**config.mk**
```make
export PLATFORM = sky130hd
export DESIGN_NAME = pipeline_stage_reg
export DESIGN_NICKNAME = d
export VERILOG_FILES = /design/src/rtl/pipeline_pkg.sv /design/src/rtl/sat_counter.sv /design/src/rtl/pipeline_stage_reg.sv
export SDC_FILE = /design/constraint.sdc
export NUM_CORES = 1
export LEC_CHECK = 0
export CORE_MARGIN = 8
export CORE_UTILIZATION = 25
export CTS_BUF_LIST = sky130_fd_sc_hd__clkbuf_4 sky130_fd_sc_hd__clkbuf_8
export CTS_CLUSTER_DIAMETER = 200
export DETAILED_ROUTE_END_ITERATION = 8
export PLACE_DENSITY_LB_ADDON = 0.15
export SETUP_SLACK_MARGIN = 0.3
export SLEW_MARGIN = 20
export SYNTH_ARGS = -nofsm -noshare
export SYNTH_HDL_FRONTEND = slang
export SYNTH_SLANG_ARGS = --single-unit
```
**constraint.sdc**
```tcl
create_clock -name clk_i -period 4.7 [get_ports clk_i]
set_input_delay 0.94 -clock clk_i [delete_from_list [all_inputs] [get_ports clk_i]]
set_output_delay 0.94 -clock clk_i [all_outputs]
set_load 0.02 [all_outputs]
```
**src/rtl/pipeline_pkg.sv**
```systemverilog
// pipeline_pkg
//   Shared definitions for the pipeline stage register: default payload and
//   counter widths, and the skid-buffer occupancy state type.
//   No ports.
package pipeline_pkg;

  localparam int unsigned DATA_W_DEF = 64;
  localparam int unsigned CNT_W_DEF  = 16;

  typedef enum logic [1:0] {
    EMPTY = 2'd0,
    BUSY  = 2'd1,
    FULL  = 2'd2
  } skid_state_e;

endpackage

```
**src/rtl/sat_counter.sv**
```systemverilog
// sat_counter
//   Up-counter that sticks at its all-ones value instead of wrapping.
//   Ports:
//     clk_i  in   clock, counts on rising edge
//     clear  in   asynchronous clear, active high (driven from the stage reset)
//     inc    in   count enable for this cycle
//     count  out  current count, CNT_W bits
module sat_counter
  import pipeline_pkg::*;
#(
  parameter int unsigned CNT_W = CNT_W_DEF
) (
  input  logic             clk_i,
  input  logic             clear,
  input  logic             inc,
  output logic [CNT_W-1:0] count
);

  localparam logic [CNT_W-1:0] CNT_MAX = '1;

  always_ff @(posedge clk_i or posedge clear) begin
    if (clear) begin
      count <= '0;
    end else if (inc && (count != CNT_MAX)) begin
      count <= count + CNT_W'(1);
    end
  end

endmodule

```
**src/rtl/pipeline_stage_reg.sv**
```systemverilog
// pipeline_stage_reg
//   One valid/ready pipeline stage with a flush input and a saturating count
//   of cycles spent stalled (output valid, downstream not ready).
//   Build option: define PIPE_STAGE_SKID_EN to add a skid entry so that
//   ready_o comes straight from the state register; otherwise a single
//   register with combinational ready_o = !valid_o || ready_i.
//   Ports:
//     clk_i        in   clock
//     rst_n_i      in   asynchronous reset, active low
//     flush_i      in   drop all held entries and the beat offered this cycle
//     valid_i      in   upstream payload valid
//     ready_o      out  stage can accept this cycle
//     data_i       in   upstream payload, DATA_W bits
//     valid_o      out  downstream payload valid
//     ready_i      in   downstream accepts this cycle
//     data_o       out  downstream payload, DATA_W bits
//     stall_cnt_o  out  saturating stalled-cycle count, CNT_W bits
//
//   Skid state (PIPE_STAGE_SKID_EN only):
//     state | meaning
//     EMPTY | nothing held, valid_o=0, ready_o=1
//     BUSY  | main entry valid, ready_o=1
//     FULL  | main and skid entries valid, ready_o=0
module pipeline_stage_reg
  import pipeline_pkg::*;
#(
  parameter int unsigned DATA_W = DATA_W_DEF,
  parameter int unsigned CNT_W  = CNT_W_DEF
) (
  input  logic              clk_i,
  input  logic              rst_n_i,
  input  logic              flush_i,
  input  logic              valid_i,
  output logic              ready_o,
  input  logic [DATA_W-1:0] data_i,
  output logic              valid_o,
  input  logic              ready_i,
  output logic [DATA_W-1:0] data_o,
  output logic [CNT_W-1:0]  stall_cnt_o
);

  logic accept;
  logic emit;
  logic stall;

  assign accept = valid_i && ready_o;
  assign emit   = valid_o && ready_i;
  assign stall  = valid_o && !ready_i && !flush_i;

`ifdef PIPE_STAGE_SKID_EN

  skid_state_e       state;
  skid_state_e       state_nxt;
  logic [DATA_W-1:0] main_data;
  logic [DATA_W-1:0] skid_data;

  assign ready_o = (state != FULL);
  assign valid_o = (state != EMPTY);
  assign data_o  = main_data;

  always_comb begin
    state_nxt = state;
    if (flush_i) begin
      state_nxt = EMPTY;
    end else begin
      case (state)
        EMPTY: if (accept) state_nxt = BUSY;
        BUSY: begin
          if (accept && !emit)      state_nxt = FULL;
          else if (!accept && emit) state_nxt = EMPTY;
        end
        FULL:  if (emit) state_nxt = BUSY;
        default: state_nxt = EMPTY;
      endcase
    end
  end

  always_ff @(posedge clk_i or negedge rst_n_i) begin
    if (!rst_n_i) begin
      state <= EMPTY;
    end else begin
      state <= state_nxt;
    end
  end

  // Flush only clears occupancy; payload registers keep their last contents.
  always_ff @(posedge clk_i or negedge rst_n_i) begin
    if (!rst_n_i) begin
      main_data <= '0;
      skid_data <= '0;
    end else if (!flush_i) begin
      case (state)
        EMPTY: if (accept) main_data <= data_i;
        BUSY: begin
          if (accept && emit) main_data <= data_i;
          else if (accept)    skid_data <= data_i;
        end
        FULL:  if (emit) main_data <= skid_data;
        default: ;
      endcase
    end
  end

`else

  logic              valid_q;
  logic [DATA_W-1:0] data_q;

  assign ready_o = !valid_q || ready_i;
  assign valid_o = valid_q;
  assign data_o  = data_q;

  always_ff @(posedge clk_i or negedge rst_n_i) begin
    if (!rst_n_i) begin
      valid_q <= 1'b0;
      data_q  <= '0;
    end else if (flush_i) begin
      valid_q <= 1'b0;
    end else if (ready_o) begin
      valid_q <= valid_i;
      if (valid_i) data_q <= data_i;
    end
  end

`endif

  sat_counter #(
    .CNT_W (CNT_W)
  ) u_stall_cnt (
    .clk_i (clk_i),
    .clear (!rst_n_i),
    .inc   (stall),
    .count (stall_cnt_o)
  );

endmodule

```
---- After elaboration in Yosys (flattened, before gate mapping) ----
Cells that the tools add are included.
cells by class
  reduce and logical (&&, ||, !) cells .... 9
  equality and inequality tests ........... 1
  bitwise logic cells ..................... 1
  add/subtract/negate cells ............... 1
  muxes and demuxes ....................... 2
operator list
  operator               number
  $add 16x1->16 const B  1
  $ne 16x16->1 const B   1
  $logic_and 1x1->1      3
  $logic_not 1->1        3
  $reduce_and 3->1       1
  $mux 1                 2
  $reduce_bool 2->1      1
  $logic_or 1x1->1       1
  $not 1->1              1
storage, ports and cells
  logic and storage cells ................. 17
  register bits ........................... 81
  output and inout bits ................... 82

---- Logic depth before layout (Yosys ltp) ----
  depth after elaboration ................. 4
  gate-level depth with buffers ........... 5
  gate-level depth less buffers ........... 5

---- Modules after synthesis ----
Synthesis repeated with hierarchy kept, for this count alone.
second synthesis, totals
  cells, all modules ...................... 214
  area total of the unflattened synthesis .. 3554.7 um^2
modules (own cells, without submodules)
  module              times used  area an instance (um^2)  cells each
  pipeline_stage_reg  1           2748.9                   143
  sat_counter         1           805.8                    71

---- Worst setup path after synthesis ----
OpenSTA, ideal clock, no wires.
  path kind ............................... input port to output port
  from .................................... in ready_i
  to ...................................... out ready_o
  required time ........................... 3.760 ns
  buffers on the path ..................... 0
  arrival time ............................ 1.283 ns
  setup slack ............................. 2.477 ns
  cell stages on the path ................. 2
  path through ............................ and2b_1 -> inv_2
between the ends
  cells in the longest elaborated chain, start to end .. 1
RTL lines
  element           line                       RTL
  from (decl)       pipeline_stage_reg.sv:37   input logic ready_i,
  $logic_or 1x1->1  pipeline_stage_reg.sv:109  assign ready_o = !valid_q || ready_i;
  to (decl)         pipeline_stage_reg.sv:34   output logic ready_o,
No other way between the ends.

---- Final worst setup path ----
Same ends and word-level chain as after synthesis.

==> results.md <==
- Layout Utilization: 39.9%
- Row count: between 40 and 50
- Nets: 440
- Critical Path, Cell by Cell: clkdlybuf4s50_1 > and2b_1 > inv_2 > clkdlybuf4s50_1
- Post-Syn Instances: 215
- Clock tree from TritonCTS: done
- Postcts setup bufs: 0
- Critical-path top delay cell: clkdlybuf4s50_1
- Syn avg cell area: 15.3 um^2
- Multi-input gate area: 1220 um^2
- Root Driver: clkbuf_8
- Antenna violations before repair: 0
- Peak Freq: 0.302 GHz
- DRT antenna net count: 0
- Async SR Flop Fraction: 100%
- FF+latch area: just over 2000 um^2
- Die height: 131 um
- Delay-heaviest family, CP: buffers and inverters
- Clk_lat worst skew: 0.35 ns
- Largest fanout on the critical path: 5
- CP Data Required Time: 3.76 ns
- Grt ovf: 0
- Post-synthesis adder-cell area fraction: less than 1%
- Largest family of logic cells by synthesized area: multiplexers
- Leak: 2.13 nW
- DRT iter0 DRCs: 89
- Maximum vdd ir drop: roughly 0.22 mV
- Post-synthesis sequential area ratio: 61.5%
- GP Congestion: 0.688
- DRC: 0
- Worst hold slack: between 0.5 and 0.6 ns
- Layout cells sized above 1: 25.1%
- Die area: ~17000 um^2
- Worst-margin pin slew: 0.744 ns
- Syn Nets: 285
- Fin. Hold Viols: 0
- Normalized max-slew margin: between 50% and 60%
- Cell Area, Synth: between 3000 and 4000 um^2
- Simple-gate area share of the yosys netlist: between 9 and 10%
- 1st-pass router iterations: 4
- Xor/xnor share of the synthesized area: 2.66%
- Avg WL per Cell: 15.6 um
- Final period utilization: 70.3%
- Initial Utilization: 25.2%
- Worst Path Arrival: 2.37 ns
- Synth warn: 0
- Compound-Gate Fraction of Synth Area: 0.607%
- Area grow syn2layout: 58.4%
- Setup-failing EPs final: 0
- Synth Flop Type: dfrtp_1
- Vias: 2306
- H-tree levels: 3
- DR vias/cell: between 4 and 5
- Critical path buffers and inverters: 3
- PortBufs: 150
- Largest net degree at the start of global routing: 82
- IO Count: between 150 and 200
- CP Capture Type: output pin
- Die Width: roughly 130 um
- Core region area: 13100 um^2
- Clock buffer depth: 2
- Slew Limit Fails: 0
- Most frequent cells in the layout: 149 x clkdlybuf4s50_1, 81 x dfrtp_1, 66 x mux2_2
- Max-capacitance violation count: 0
- CP dominant cell by count: clkdlybuf4s50_1
- Minimum clock period: 3.31 ns
- Post-route setup TNS: 0 ns
- TritonCTS buffer count: 9
- Clk_skew: 0.00602 ns
- Pwr/cell area: 394 nW/um^2
- Run status: complete, no violations
- Total Routing Usage GR: roughly a tenth
- Yosys reg bits: roughly 80
- Vias in the first global route: 2513
- CTS Hold Buffers Added: 0
- First-pass GRT wire length: 13500 um
- Fill cell count: 1239
- Routed Wire Length: between 8000 and 9000 um
- Worst-path clk slew: 0.08 ns
- Mux contribution to synthesized area: 23.6%
- Commonest non-fill, non-tap cell in the layout: clkdlybuf4s50_1
- Slowest Stage Delay on Critical Path: approximately 0.62 ns
- EDFF count, synth: 0
- Min-Delay Path Class: flip-flop to flip-flop
- Clock tree sinks: 81
- ANT cells: 0
- Yosys cell types: 33
- PostCTS Resize Cnt: 0
- Dpl hpwl: roughly 6300 um
- Worst Setup Start Kind: input port
- RSZ-0062 raised after global routing: false
- Setup CP Type: input port to output pin
==> worst reg2reg max path: cells and delay by family, from the launching register on <==
| kind | cells | cell delay, ns |
|---|---|---|
| buffers and inverters | 1 | 0.38 |
| DFF | 1 | 0.43 |
| muxes | 1 | 0.43 |
| and+or+nand+nor | 2 | 0.78 |
==> power by group <==
part | switching [mW] | internal (mW) | leakage, nW
sequential | 0.0744 | 0.807 | 0.983
combinational | 0.266 | 0.333 | 1.04
clock | 0.263 | 0.316 | 0.113
total | 0.604 | 1.46 | 2.13
==> cell usage after synthesis, types with 2 or more instances <==
cell type,instances,area share [%]
nor3b_1,2,0.46
nor4_4,2,1.3
xnor2_1,6,1.6
and4b_1,2,0.61
nand4_1,5,0.95
nand3_1,6,0.91
mux2_2,66,23
buf_4,6,1.4
nor3_1,3,0.46
nor2_1,7,0.80
xor2_1,4,1.1
nand2_1,5,0.57
dfrtp_1,81,61
==> per-layer routing <==
metal	global-route usage, %	up-vias	part of all wire (%)
met2	15.6	97	44
met4	5.67	0	1.7
met3	3.37	9	9.5
li1	-	1081	-
met1	13.0	1119	45
met5	0	-	0
==> final cells by class <==
| cell class | count | share of cell area [%] |
|---|---|---|
| clock inverters | 6 | 1.72 |
| clock buffers | 10 | 2.63 |
| well taps | 176 | 4.22 |
| repair buffers | 151 | 29.1 |
| multi-input cells | 126 | 23.4 |
| inverters | 1 | 0.0719 |
| flip-flops and latches | 81 | 38.8 |
==> stage by stage <==
step,worst slack (ns),cells,power (mW),area (um^2)
4_1_cts,1.39,551,2.11,5220
3_5_place_dp,1.39,535,1.51,4990
6_report,1.39,551,2.06,5220
2_1_floorplan,2.48,215,1.16,3300
5_1_grt,1.34,551,2.18,5220
3_3_place_gp,1.39,535,1.50,4990
==> flip-flops by register name, summed over array words and instances (netlist names) <==
| register | cells |
|---|---|
| data_o | 64 |
| u_stall_cnt.count | 16 |
| valid_o | 1 |
==> worst paths after layout <==
check                      startpoint         end  slack (ns)  cells after the start
min in group asynchronous     rst_n_i  data_o[57]        0.64                      1
hold reg to reg            data_o[51]  data_o[51]        0.51                      1
hold / removal             data_o[51]  data_o[51]        0.51                      1
max in group asynchronous     rst_n_i  data_o[13]        3.57                      1
setup reg to reg              valid_o  data_o[16]        2.57                      4
setup / recovery              ready_i     ready_o        1.39                      4
==> cells by family (layout without fill, tap and decap cells) <==
group | count (synthesis) | in the layout
and+or+nand+nor | 43 | 43
adders and majority gates | 1 | 1
xor gates and xnor gates | 10 | 10
muxes | 69 | 69
buffers and inverters | 8 | 168
DFF | 81 | 81
AOI/OAI and AO/OA | 3 | 3
(Power assumes the default switching activity.)
